`src/rtl/systolic_skew_feeder.sv`:
```
// Diagonal skew feeder for the systolic array edge: lane i is delayed by i
// cycles relative to lane 0, with handshake, stall, flush and drain status.
module systolic_skew_feeder #(
  parameter int ARR_SIZE = 4,
  parameter int DATA_W   = 16
) (
  input  logic                       clk,
  input  logic                       rst,
  input  logic                       in_valid,
  output logic                       in_ready,
  input  logic [ARR_SIZE*DATA_W-1:0] in_data,
  input  logic                       stall,
  input  logic                       flush,
  output logic [ARR_SIZE*DATA_W-1:0] out_data,
  output logic [ARR_SIZE-1:0]        out_valid,
  output logic                       busy,
  output logic                       drain_done,
  output logic [15:0]                beat_count
);

  logic                acc;
  logic [ARR_SIZE-1:0] lane_busy;
  logic [ARR_SIZE-1:0] lane_busy_d;
  logic                drain_q;
  logic [15:0]         beat_q;

  assign in_ready = rst & ~stall & ~flush;
  assign acc      = in_valid & in_ready;

  for (genvar i = 0; i < ARR_SIZE; i++) begin : g_lane
    logic [DATA_W-1:0] d_q [i+1];
    logic [DATA_W-1:0] d_d [i+1];
    logic [i:0]        v_q;
    logic [i:0]        v_d;

    // Next state assumes the chain advances; the register decides whether to take it.
    always_comb begin
      v_d    = v_q;
      v_d[0] = acc;
      d_d[0] = acc ? in_data[i*DATA_W +: DATA_W] : '0;
      for (int j = 1; j <= i; j++) begin
        v_d[j] = v_q[j-1];
        d_d[j] = d_q[j-1];
      end
    end

    always_ff @(posedge clk or negedge rst) begin
      if (!rst) begin
        v_q <= '0;
        for (int j = 0; j <= i; j++) d_q[j] <= '0;
      end else if (flush) begin
        v_q <= '0;
        for (int j = 0; j <= i; j++) d_q[j] <= '0;
      end else if (!stall) begin
        v_q <= v_d;
        for (int j = 0; j <= i; j++) d_q[j] <= d_d[j];
      end
    end

    assign out_data[i*DATA_W +: DATA_W] = d_q[i];
    assign out_valid[i]                 = v_q[i];
    assign lane_busy[i]                 = |v_q;
    assign lane_busy_d[i]               = |v_d;
  end

  assign busy = |lane_busy;

  always_ff @(posedge clk or negedge rst) begin
    if (!rst) begin
      drain_q <= 1'b0;
      beat_q  <= '0;
    end else if (flush) begin
      drain_q <= 1'b0;
      beat_q  <= '0;
    end else if (stall) begin
      drain_q <= 1'b0;
    end else begin
      drain_q <= busy & ~(|lane_busy_d);
      if (acc && beat_q != 16'hFFFF)
        beat_q <= beat_q + 16'd1;
    end
  end

  assign drain_done = drain_q;
  assign beat_count = beat_q;

endmodule
```
`config.mk`:
```
export PLATFORM = sky130hd
export DESIGN_NAME = systolic_skew_feeder
export DESIGN_NICKNAME = d
export VERILOG_FILES = /design/src/rtl/systolic_skew_feeder.sv
export SDC_FILE = /design/constraint.sdc
export NUM_CORES = 1
export LEC_CHECK = 0
export ABC_CLOCK_PERIOD_IN_PS = 2000
export CAP_MARGIN = 20
export CORE_ASPECT_RATIO = 0.75
export CORE_UTILIZATION = 45
export CTS_BUF_LIST = sky130_fd_sc_hd__clkbuf_8 sky130_fd_sc_hd__clkbuf_16
export DETAILED_ROUTE_END_ITERATION = 6
export HOLD_SLACK_MARGIN = 0.03
export PLACE_DENSITY = 0.78
export SYNTH_ARGS = -nofsm -noshare
export SYNTH_HDL_FRONTEND = slang
export SYNTH_SLANG_ARGS = --single-unit
```
`constraint.sdc`:
```
create_clock -name clk -period 2 [get_ports clk]
set_input_delay 0.4 -clock clk [delete_from_list [all_inputs] [get_ports clk]]
set_output_delay 0.4 -clock clk [all_outputs]
set_load 0.01 [all_outputs]
```
==> flow_summary.ini <==
[outcome]
status = finished clean

[floorplan]
die_y_um = 111
start_util_pct = 46.6
die_x_um = 148
dieArea_um2 = 16500
io_pins = 156
fp-row-count = 39
coreArea_um2 = 15400

[timing]
setup_tns_ns = 0
tightestPinTransition_ns = 0.854
finalHoldViolCount = 0
rsz0062_at_grt = yes
max_slew_margin_pct = 43.1
fin_worst_skew_ns = 0.00800
fin_crit_sh_pct = 97.7
slew_violations = 0
layout_min_cycle_time_ns = 1.95
worst_slack_ns = 0.0460
max_freq_mhz = 512
setup-violations-final = 0
hold_slack_ns = 0.0912

[route]
detail_route.first_pass.iterations = 4
vias = 5035
wl_per_cell_um = 17.0
viasPerCell = 5.37
drtIter0Drc = 308
totalWireLength_um = 15900
drcViolationCount = 0
ant_nets = 0

[clocking]
insertion_delay_ns = 0.43
cts_buffer_depth = 2
numCtsBuffers = 17
cts_root_buffer = clkbuf_16
cts.sinks = 181
htreeDepth = 4
cts_tree = yes
clk_pin_slew_ns = 0.07

[global_routing]
antenna_found_initial = 0
grt_pass1_vias = 5159
grt_max_degree = 152
grtUsageTotal_pct = 20.8
grt_remaining_overflow = 0
grt_pass1_wl_um = 26800

[logic_synthesis]
ys_types = 36
netlist_area_um2 = 7180
syn_nets = 634
syn_inst = 564
yosys_warnings = 0
avgSynthCellArea_um2 = 12.7
ys_ff_latch = 181
synth_area_leaders = dfrtp_1, mux2i_1, a22o_1
yosys.area.top_type = dfrtp_1
synth_top_area_share_pct = 63.1
synth_top_flop_cell = dfrtp_1
synth_seq_area_share_pct = 63.1
ys_async_sr_fraction_pct = 100
synth_edf_count = 0

[final_layout]
fin_util_pct = 62.3
fin_cells = 937
fin_nets = 789
syn_to_final_growth_pct = 33.7
antennaDiodeCount = 0
n_fill_cell = 1203
drive_above_1_share_pct = 9.29

[setup_path]
crit_type = reg2reg
worstSetupStartpointType = flop
worstSetupEndpointType = flop
crit_required_ns = 2.31
worstPathArrival_ns = 2.26
crit_fanout = 13

[min_path]
hold_path.class = in2async

[placed_design]
dp_slack_ns = -0.124
hpwl_um = 10200
dp_cells = 903
place_congestion = 0.833
io_buffers = 155

[flow_run]
drv_cap = 0

[power]
power_density_nw_per_um2 = 786
irDropWorstVdd_mv = 0.549
leakage_uw = 0.00458
==> cells in the final DEF (no fill, tap or decap), drive strengths merged, types with 3 or more instances in the layout <==
master / instances
nor4: 3
nand3: 6
nor2: 107
and4: 3
a22o: 64
mux2i: 101
or4: 3
dfrtp: 181
a21oi: 6
buf: 25
clkbuf: 18
and3: 3
nand4: 3
nor2b: 3
o311ai: 3
clkinvlp: 5
o21ai: 4
o41ai: 3
clkdlybuf4s50: 151
nand2: 9
inv: 6
mux2: 3
clkinv: 4
==> cells in the mapped netlist, drive strengths merged, types with 3 or more instances <==
cell      n
dfrtp   181
nor2    107
mux2i   101
a22o     64
buf      21
clkbuf   20
nand2     9
a21oi     6
nand3     6
o21ai     4
and3      3
and4      3
inv       3
mux2      3
nand4     3
nor2b     3
nor4      3
o311ai    3
o41ai     3
or4       3
==> worst max-delay path, stage by stage (launching register included) <==
cell and delay (ns):
dfrtp_1 0.35, ha_2 0.21, and4_4 0.25, nor4b_4 0.57, nor2_1 0.16, mux2_2 0.30
==> final cells by class <==
cell class | instances | area, µm² | share of cell area (%)
Sequential cell | 181 | 4530 | 47.2
Multi-Input combinational cell | 339 | 2460 | 25.6
Timing Repair Buffer | 177 | 1750 | 18.2
Clock buffer | 18 | 439 | 4.57
Tap cell | 205 | 256 | 2.67
Clock inverter | 14 | 151 | 1.58
Inverter | 3 | 11.3 | 0.117
==> routing by layer <==
layer / vias to the layer above / wire (µm) / global-route usage, %
met3: 30 / 849 / 5.08
met1: 2515 / 7000 / 27.8
met5: - / 0 / 0
li1: 2331 / - / -
met4: 0 / 344 / 8.11
met2: 159 / 7700 / 32.8
==> metrics by stage <==
stage | area [µm²] | total power (µW)
after global placement | 8990 | 4310
after global routing | 9600 | 7830
after detailed placement | 8990 | 4330
final | 9600 | 7550
after CTS | 9600 | 7650
after floorplan | 7180 | 4020
==> where the power goes <==
| group | switching, µW | total, µW | internal, µW |
|---|---|---|---|
| Combinational | 260 | 513 | 253 |
| Clock | 1410 | 3290 | 1880 |
| Sequential | 30.1 | 3740 | 3710 |
| Total | 1700 | 7550 | 5840 |
==> registers in the layout (all words and copies together) (netlist names) <==
register	count
beat_count	16
g_lane.v_q	4
drain_done	1
g_lane.d_d	96
out_data	48
g_lane.d_q	16
==> kinds of logic after synthesis <==
group,synth area share [%]
compound gates,9.69
flops,63.1
xor+xnor,0.122
buf+inv,2.79
mux,14.6
simple gates,9.59
fa+ha+maj,0.174
==> timing repair <==
| action | in CTS | in global routing |
|---|---|---|
| endpoints found under the hold margin | 30 | 0 |
| gates resized for setup | 3 | 3 |
| hold buffers | 1 | 0 |
| endpoints found under the setup margin | 1 | 4 |
| setup buffers | 1 | 0 |
==> path summary, 6_finish.rpt <==
| kind | endpoint | start | slack [ns] | cells after the start |
|---|---|---|---|---|
| max | beat_count[1]$_DFFE_PN0P_ | beat_count[1]$_DFFE_PN0P_ | 0.05 | 5 |
| min in group clk | g_lane[2].d_d[30]$_DFFE_PN0P_ | g_lane[2].d_d[30]$_DFFE_PN0P_ | 0.50 | 1 |
| max reg2reg | beat_count[1]$_DFFE_PN0P_ | beat_count[1]$_DFFE_PN0P_ | 0.05 | 5 |
| max in group asynchronous | out_data[54]$_DFFE_PN0P_ | rst | 1.18 | 3 |
| min reg2reg | g_lane[2].d_d[30]$_DFFE_PN0P_ | g_lane[2].d_d[30]$_DFFE_PN0P_ | 0.50 | 1 |
| min | g_lane[2].d_d[4]$_DFFE_PN0P_ | rst | 0.09 | 2 |
(Power assumes the default switching activity.)
